## config.mk

```make
export PLATFORM = sky130hd
export DESIGN_NAME = ltc2174_emu
export DESIGN_NICKNAME = d
export VERILOG_FILES = /design/src/rtl/ltc2174_pkg.sv /design/src/rtl/ltc2174_spi_slave.sv /design/src/rtl/ltc2174_emu.sv
export SDC_FILE = /design/constraint.sdc
export NUM_CORES = 1
export LEC_CHECK = 0
export BUFFER_PORTS_ARGS = -buffer_cell sky130_fd_sc_hd__buf_4
export CAP_MARGIN = 20
export CORE_ASPECT_RATIO = 0.5
export CORE_MARGIN = 2
export CORE_UTILIZATION = 50
export DETAILED_ROUTE_END_ITERATION = 16
export PLACE_DENSITY_LB_ADDON = 0.25
export SLEW_MARGIN = 10
export SYNTH_ARGS = -nofsm -noshare
export SYNTH_HDL_FRONTEND = slang
export SYNTH_SLANG_ARGS = --single-unit
export TNS_END_PERCENT = 1
```

## constraint.sdc

```tcl
create_clock -name clk -period 3 [get_ports clk]
set_input_delay 0.15 -clock clk [delete_from_list [all_inputs] [get_ports clk]]
set_output_delay 0.15 -clock clk [all_outputs]
set_load 0.01 [all_outputs]
```

## src/rtl/ltc2174_pkg.sv

```systemverilog
// LTC2174 emulator shared definitions: register map, word geometry,
// register bit positions and the per-channel word builder.
package ltc2174_pkg;

    localparam logic [6:0] REG_RST   = 7'd0;
    localparam logic [6:0] REG_MODE  = 7'd1;
    localparam logic [6:0] REG_OUT   = 7'd2;
    localparam logic [6:0] REG_TP_HI = 7'd3;
    localparam logic [6:0] REG_TP_LO = 7'd4;

    localparam logic [7:0] FR_PAT_DEF = 8'hF0;
    localparam int SMP_W     = 14;
    localparam int WORD_W    = 16;
    localparam int LANE_BITS = 8;
    localparam int CNT_W     = $clog2(LANE_BITS);
    localparam logic [CNT_W-1:0] CNT_LAST = CNT_W'(LANE_BITS - 1);

    localparam int R0_SWRST    = 7;
    localparam int R1_RAND     = 6;
    localparam int R1_TWOSCOMP = 5;
    localparam int R2_OUTOFF   = 3;
    localparam int R3_OUTTEST  = 7;

    typedef struct packed {
        logic             rnd;
        logic             twoscomp;
        logic [4:0]       sleep;
        logic             outoff;
        logic             outtest;
        logic [SMP_W-1:0] tp;
    } cfg_t;

    function automatic logic [WORD_W-1:0] build_word(
        input logic [SMP_W-1:0] s,
        input cfg_t             c
    );
        logic [SMP_W-1:0] d;
        d = c.outtest ? c.tp : s;
        if (c.twoscomp) d[SMP_W-1] = ~d[SMP_W-1];
        if (c.rnd) d[SMP_W-1:1] = d[SMP_W-1:1] ^ {(SMP_W-1){d[0]}};
        return {d, 2'b00};
    endfunction

endpackage

```

## src/rtl/ltc2174_spi_slave.sv

```systemverilog
// SPI slave of the emulated ADC: input synchronizers, 16-bit frame
// shifter, register file 0-4 and read-data driver.
module ltc2174_spi_slave
    import ltc2174_pkg::*;
#(
    parameter int SYNC_STG = 2
) (
    input  logic        clk,
    input  logic        reset_n,
    input  logic        cs,
    input  logic        sck,
    input  logic        sdi,
    output logic        sdo,
    output logic        sdo_oe,
    output logic [39:0] regs_o
);

    logic [SYNC_STG-1:0] cs_sync_q, cs_sync_d;
    logic [SYNC_STG-1:0] sck_sync_q, sck_sync_d;
    logic [SYNC_STG-1:0] sdi_sync_q, sdi_sync_d;
    logic                sck_prev_q, sck_prev_d;
    logic [4:0]          cnt_q, cnt_d;
    logic [14:0]         sh_q, sh_d;
    logic [7:0]          rd_q, rd_d;
    logic                oe_q, oe_d;
    logic                sdo_q, sdo_d;
    logic [7:0]          r0_q, r0_d, r1_q, r1_d, r2_q, r2_d;
    logic [7:0]          r3_q, r3_d, r4_q, r4_d;

    logic       cs_s, sck_s, sdi_s, rise, fall;
    logic [6:0] hdr_addr, wr_addr;
    logic [7:0] wr_data, rd_mux;

    assign cs_s  = cs_sync_q[SYNC_STG-1];
    assign sck_s = sck_sync_q[SYNC_STG-1];
    assign sdi_s = sdi_sync_q[SYNC_STG-1];
    assign rise  = sck_s & ~sck_prev_q;
    assign fall  = ~sck_s & sck_prev_q;

    assign hdr_addr = {sh_q[5:0], sdi_s};
    assign wr_addr  = sh_q[13:7];
    assign wr_data  = {sh_q[6:0], sdi_s};

    always_comb begin
        cs_sync_d  = {cs_sync_q[SYNC_STG-2:0], cs};
        sck_sync_d = {sck_sync_q[SYNC_STG-2:0], sck};
        sdi_sync_d = {sdi_sync_q[SYNC_STG-2:0], sdi};
        sck_prev_d = sck_s;
        cnt_d = cnt_q;
        sh_d  = sh_q;
        rd_d  = rd_q;
        oe_d  = oe_q;
        sdo_d = sdo_q;
        r0_d  = r0_q;
        r1_d  = r1_q;
        r2_d  = r2_q;
        r3_d  = r3_q;
        r4_d  = r4_q;

        unique case (hdr_addr)
            REG_RST:   rd_mux = r0_q;
            REG_MODE:  rd_mux = r1_q;
            REG_OUT:   rd_mux = r2_q;
            REG_TP_HI: rd_mux = r3_q;
            REG_TP_LO: rd_mux = r4_q;
            default:   rd_mux = 8'h00;
        endcase

        if (cs_s) begin
            cnt_d = '0;
            sh_d  = '0;
            oe_d  = 1'b0;
            sdo_d = 1'b0;
        end else begin
            if (rise && cnt_q != 5'd16) begin
                sh_d  = {sh_q[13:0], sdi_s};
                cnt_d = cnt_q + 5'd1;
                if (cnt_q == 5'd7 && sh_q[6]) begin
                    oe_d = 1'b1;
                    rd_d = rd_mux;
                end
                if (cnt_q == 5'd15) begin
                    oe_d  = 1'b0;
                    sdo_d = 1'b0;
                    if (!sh_q[14]) begin
                        unique case (wr_addr)
                            REG_RST: begin
                                if (wr_data[R0_SWRST]) begin
                                    r0_d = '0;
                                    r1_d = '0;
                                    r2_d = '0;
                                    r3_d = '0;
                                    r4_d = '0;
                                end else begin
                                    r0_d = wr_data;
                                end
                            end
                            REG_MODE:  r1_d = wr_data;
                            REG_OUT:   r2_d = wr_data;
                            REG_TP_HI: r3_d = {wr_data[7], 1'b0, wr_data[5:0]};
                            REG_TP_LO: r4_d = wr_data;
                            default:   ;
                        endcase
                    end
                end
            end
            if (fall && oe_q) begin
                sdo_d = rd_q[7];
                rd_d  = {rd_q[6:0], 1'b0};
            end
        end
    end

    always_ff @(posedge clk) begin
        if (!reset_n) begin
            cs_sync_q  <= '1;
            sck_sync_q <= '0;
            sdi_sync_q <= '0;
            sck_prev_q <= 1'b0;
            cnt_q      <= '0;
            sh_q       <= '0;
            rd_q       <= '0;
            oe_q       <= 1'b0;
            sdo_q      <= 1'b0;
            r0_q       <= '0;
            r1_q       <= '0;
            r2_q       <= '0;
            r3_q       <= '0;
            r4_q       <= '0;
        end else begin
            cs_sync_q  <= cs_sync_d;
            sck_sync_q <= sck_sync_d;
            sdi_sync_q <= sdi_sync_d;
            sck_prev_q <= sck_prev_d;
            cnt_q      <= cnt_d;
            sh_q       <= sh_d;
            rd_q       <= rd_d;
            oe_q       <= oe_d;
            sdo_q      <= sdo_d;
            r0_q       <= r0_d;
            r1_q       <= r1_d;
            r2_q       <= r2_d;
            r3_q       <= r3_d;
            r4_q       <= r4_d;
        end
    end

    assign sdo    = sdo_q;
    assign sdo_oe = oe_q;
    assign regs_o = {r1_q, r2_q, r3_q, r4_q, r0_q};

endmodule

```

## src/rtl/ltc2174_emu.sv

```systemverilog
// LTC2174 emulator top: 2-lane SDR serializer with frame lane for four
// 14-bit channels, configured through the SPI register file.
module ltc2174_emu
    import ltc2174_pkg::*;
#(
    parameter int         NCH      = 4,
    parameter int         SYNC_STG = 2,
    parameter logic [7:0] FR_PAT   = FR_PAT_DEF
) (
    input  logic                 clk,
    input  logic                 reset_n,
    input  logic [SMP_W*NCH-1:0] ch_data,
    output logic                 sample_stb,
    output logic [NCH-1:0]       adca_o,
    output logic [NCH-1:0]       adcb_o,
    output logic                 frame_o,
    input  logic                 cs,
    input  logic                 sck,
    input  logic                 sdi,
    output logic                 sdo,
    output logic                 sdo_oe,
    output logic [39:0]          cfg
);

    logic [CNT_W-1:0]             bit_cnt_q, bit_cnt_d;
    logic [NCH-1:0][WORD_W-1:0]   word_q, word_d;
    logic                         lane_en_q, lane_en_d;
    logic                         fr_en_q, fr_en_d;
    logic [NCH-1:0]               adca_q, adca_d, adcb_q, adcb_d;
    logic                         frame_q, frame_d;
    logic                         stb_q, stb_d;

    logic             load;
    logic [CNT_W-1:0] bit_sel;
    logic [7:0]       reg1, reg2, reg3, reg4;
    cfg_t             c;

    ltc2174_spi_slave #(
        .SYNC_STG (SYNC_STG)
    ) u_spi (
        .clk     (clk),
        .reset_n (reset_n),
        .cs      (cs),
        .sck     (sck),
        .sdi     (sdi),
        .sdo     (sdo),
        .sdo_oe  (sdo_oe),
        .regs_o  (cfg)
    );

    assign reg1 = cfg[39:32];
    assign reg2 = cfg[31:24];
    assign reg3 = cfg[23:16];
    assign reg4 = cfg[15:8];

    always_comb begin
        c.rnd      = reg1[R1_RAND];
        c.twoscomp = reg1[R1_TWOSCOMP];
        c.sleep    = reg1[4:0];
        c.outoff   = reg2[R2_OUTOFF];
        c.outtest  = reg3[R3_OUTTEST];
        c.tp       = {reg3[5:0], reg4};
    end

    // Config is sampled only at the load edge so a word is never torn.
    always_comb begin
        load      = (bit_cnt_q == CNT_LAST);
        bit_cnt_d = bit_cnt_q + CNT_W'(1);
        word_d    = word_q;
        lane_en_d = lane_en_q;
        fr_en_d   = fr_en_q;
        if (load) begin
            for (int k = 0; k < NCH; k++) begin
                word_d[k] = build_word(ch_data[SMP_W*k +: SMP_W], c);
            end
            lane_en_d = !c.outoff && (c.sleep == 5'd0);
            fr_en_d   = !c.outoff;
        end
        bit_sel = CNT_LAST - bit_cnt_d;
        for (int k = 0; k < NCH; k++) begin
            adca_d[k] = lane_en_d & word_d[k][{bit_sel, 1'b1}];
            adcb_d[k] = lane_en_d & word_d[k][{bit_sel, 1'b0}];
        end
        frame_d = fr_en_d & FR_PAT[bit_sel];
        stb_d   = (bit_cnt_d == CNT_LAST);
    end

    always_ff @(posedge clk) begin
        if (!reset_n) begin
            bit_cnt_q <= '0;
            word_q    <= '0;
            lane_en_q <= 1'b0;
            fr_en_q   <= 1'b0;
            adca_q    <= '0;
            adcb_q    <= '0;
            frame_q   <= 1'b0;
            stb_q     <= 1'b0;
        end else begin
            bit_cnt_q <= bit_cnt_d;
            word_q    <= word_d;
            lane_en_q <= lane_en_d;
            fr_en_q   <= fr_en_d;
            adca_q    <= adca_d;
            adcb_q    <= adcb_d;
            frame_q   <= frame_d;
            stb_q     <= stb_d;
        end
    end

    assign sample_stb = stb_q;
    assign adca_o     = adca_q;
    assign adcb_o     = adcb_q;
    assign frame_o    = frame_q;

endmodule

```

==> out/metrics.yaml <==
unrepaired_setup_endpoints_after_global_routing: "no"
cp-start-kind: "register"
yosys_warnings: 0
cts_tree: "yes"
critPathArrivalTime_ps: 2890
timing.hold.worst.start: "reset_n"
post-route-drc-count: 0
final_common_cell: "sky130_fd_sc_hd__dfxtp_1"
antenna_violations_before_repair: 0
syn2layout_area_growth_pct: 19.2
top_signal_layer_used: "met4"
totalNegativeSetupSlack_ps: 0
post-route-min-period_ps: 2630
clock_latency_ps: 440
origin_of_the_critical_flop_to_flop_path: "bit_cnt_q[0]$_SDFF_PN0_"
post_drt_via_cell_ratio: 6.22
critical-path-top-delay-family: "adder cells"
initial_core_util_pct: 51.6
syn_inst: 982
drtAntennaViolNets: 0
finalHoldViolations: 0
netlist-cell-type-count: 72
wl_per_cell_um: 20.3
final.setup_skew_ps: 11.4
clock_transition_at_the_registers_of_the_reported_paths_ps: 70
worst_path_largest_cell_delay_ps: 680
number_of_buffers_created_by_cts: 17
wire_length_of_the_first_global_routing_pass_um: 41100
gr-usage-all-layers_pct: 29.2
top_library_cells_by_usage_in_the_layout_fill_and_taps_aside: "153 x sky130_fd_sc_hd__dfxtp_1, 139 x sky130_fd_sc_hd__buf_4, 92 x sky130_fd_sc_hd__mux2i_1"
gp_routability_congestion: 0.899
crit_path_start: "bit_cnt_q[0]$_SDFF_PN0_"
dp.final_hpwl_um: 18100
cts-root-buf: "sky130_fd_sc_hd__clkbuf_16"
met3_length_um: 2350
multiInputGateArea_mm2: 0.00504
via_count: 8067
first_global_vias: 7569
maximum_fanout_encountered_on_the_critical_timing_path: 15
netlist_area_mm2: 0.00854
power.total_w: 0.00477
sum_of_buffers_and_inverters_on_the_critical_path: 2
criticalPathCategory: "register to register"
critical-path-slowest-cell: "sky130_fd_sc_hd__ha_1"
die_area_mm2: 0.0182
antenna_cells: 0
cellPowerDensity_mw_per_mm2: 469
finalNetCount: 1123
cap_violations: 0
cts_max_level: 4
vdd.ir_drop.worst_mv: 0.386
timing_worst_slew_pin_value_ps: 802
globalRoute.totalOverflow: 0
row_count: 33
average_cell_area_after_synthesis_um2: 8.69
first_iteration_detailed_routing_drc_count: 869
critical_path_required_ps: 3270
dominantRegCellSynth: "sky130_fd_sc_hd__dfxtp_1"
worst_slew_margin_rel_pct: 46.5
synth-edff-count: 0
status: "complete, no violations"
ys_seq_elements: 154
worst_min_delay_path_category: "primary input to register"
max_freq_mhz: 381
timing.final.setup_violations: 0
seq_area_frac_synth_pct: 36.1
die_w_um: 189
core_region_area_mm2: 0.0166
synthArstFlopShare_pct: 0
clock_tree.buffer_depth: 2
detailedRoute.firstPassIterationCount: 6
count_of_input_and_output_buffers: 110
top_level_ports: 113
num-fill-cells: 1439
final_min_period_over_clock_period_pct: 87.6
layout_cell_share_with_drive_strength_beyond_1_pct: 19.1
route.layer.met1.wl_um: 11500
total_leakage_power_nw: 3.74
routed-wl-met2_um: 11900
crit_path_end_kind: "register"
worstPathCellList: "buf_4, inv_1, ha_1, nand2b_1, o22ai_1, nand2_1, nand4_1, a2111oi_0"
cts.sinks: 154
largest_net_degree_at_the_start_of_global_routing: 85
regArea_mm2: 0.00309
overall_routed_net_length_um: 26200
resized_gates_after_cts: 0
chipHeight_um: 96.4
finalMaxSlewViolations: 0
## worst reg2reg max path, stage by stage (launching register included)
cell and delay, ps:
sky130_fd_sc_hd__dfxtp_1 360, sky130_fd_sc_hd__buf_4 200, sky130_fd_sc_hd__inv_1 80, sky130_fd_sc_hd__ha_1 680, sky130_fd_sc_hd__nand2b_1 320, sky130_fd_sc_hd__o22ai_1 100, sky130_fd_sc_hd__nand2_1 80, sky130_fd_sc_hd__nand4_1 120
sky130_fd_sc_hd__a2111oi_0 530
## cell families after synthesis
| group | Yosys count | synth area share (%) |
|---|---|---|
| buffers and inverters | 103 | 5.07 |
| and+or+nand+nor | 353 | 22.7 |
| AOI/OAI and AO/OA | 245 | 20.8 |
| other | 1 | 0.0439 |
| xor gates and xnor gates | 12 | 1.23 |
| muxes | 108 | 13.2 |
| adders and majority gates | 6 | 0.879 |
| DFF | 154 | 36.1 |
## timing repair
item                                   CTS  global route
hold buffers                             3             0
buffers inserted                         0             0
endpoints found under the hold margin    3             0
## per-stage QoR
stage | cell area, um^2 | instances | utilization (%) | hold slack, ps | setup WS (ps)
after CTS | 10200 | 1296 | 61.4 | 18.4 | 400
after global placement | 9540 | 1261 | 57.6 | 331 | 504
after floorplan | 8540 | 983 | - | 251 | 581
after global routing | 10200 | 1296 | 61.4 | 23.9 | 262
after detailed placement | 9540 | 1261 | 57.6 | 343 | 509
final | 10200 | 1296 | 61.4 | 19.5 | 373
## cell usage after synthesis, types with 6 or more instances
cell	instances	area [um^2]
sky130_fd_sc_hd__nor3b_1	7	52.6
sky130_fd_sc_hd__nor2_1	86	323
sky130_fd_sc_hd__ha_1	6	75.1
sky130_fd_sc_hd__dfxtp_1	154	3080
sky130_fd_sc_hd__mux2_2	14	158
sky130_fd_sc_hd__a211oi_1	25	188
sky130_fd_sc_hd__nand4_1	14	87.6
sky130_fd_sc_hd__nor3_1	14	70.1
sky130_fd_sc_hd__buf_1	12	45.0
sky130_fd_sc_hd__buf_2	14	70.1
sky130_fd_sc_hd__nand3_1	22	110
sky130_fd_sc_hd__nand2b_1	16	100
sky130_fd_sc_hd__o21ai_0	40	200
sky130_fd_sc_hd__nand2_1	52	195
sky130_fd_sc_hd__a31oi_1	11	68.8
sky130_fd_sc_hd__xnor2_1	8	70.1
sky130_fd_sc_hd__or3_1	19	119
sky130_fd_sc_hd__mux2i_1	92	921
sky130_fd_sc_hd__o22ai_1	21	131
sky130_fd_sc_hd__a21oi_1	34	170
sky130_fd_sc_hd__clkbuf_1	57	214
sky130_fd_sc_hd__a311o_1	8	80.1
sky130_fd_sc_hd__nand3b_1	7	52.6
sky130_fd_sc_hd__a22oi_1	10	75.1
sky130_fd_sc_hd__and2_1	31	194
sky130_fd_sc_hd__nor2b_1	41	257
sky130_fd_sc_hd__o221ai_1	8	70.1
sky130_fd_sc_hd__a22o_1	22	193
sky130_fd_sc_hd__and3_1	13	81.3
sky130_fd_sc_hd__inv_1	12	45.0
## power breakdown
| part | total, W | switching [W] | internal, W | leakage (nW) |
|---|---|---|---|---|
| Clock | 0.00224 | 0.000985 | 0.00126 | 0.291 |
| Combinational | 0.000460 | 0.000259 | 0.000200 | 2.20 |
| Sequential | 0.00206 | 0.00000849 | 0.00205 | 1.24 |
| Total | 0.00477 | 0.00125 | 0.00351 | 3.74 |
## registers in the layout, summed over array words and instances, names as in the netlist
name and count:
word_q 64, u_spi.sh_q 15, u_spi.r1_q 8, u_spi.r2_q 8
u_spi.r4_q 8, u_spi.rd_q 8, u_spi.r0_q 7, u_spi.r3_q 7
u_spi.cnt_q 5, adca_o 4, adcb_o 4, bit_cnt_q 3
u_spi.cs_sync_q 2, u_spi.sck_sync_q 2, u_spi.sdi_sync_q 2, fr_en_q 1
frame_o 1, lane_en_q 1, sample_stb 1, u_spi.sck_prev_q 1
u_spi.sdo 1, u_spi.sdo_oe 1
## area by class of cell
class / count / area share, %
multi-input cells: 726 / 49.5
clock inverters: 15 / 1.71
flip-flops and latches: 154 / 30.3
clock buffers: 17 / 4.18
inverters: 13 / 0.480
well taps: 227 / 2.79
repair buffers: 144 / 10.9
## final timing paths
kind	depth (start not counted)	slack [ps]	endpoint
worst max-delay path	8	370	adca_o[0]$_SDFF_PN0_
worst min-delay path	2	20	u_spi.cs_sync_q[0]$_SDFF_PN1_
worst max register to register	8	370	adca_o[0]$_SDFF_PN0_
worst min register to register	1	410	u_spi.cs_sync_q[1]$_SDFF_PN1_
## per-layer routing
| metal | GRT usage, % | vias to the layer above |
|---|---|---|
| met5 | 0 | - |
| met4 | 8.85 | 0 |
| met3 | 5.71 | 46 |
| met2 | 48.7 | 356 |
| met1 | 38.9 | 3876 |
| li1 | - | 3789 |
Power figures use the tool's default switching activity.
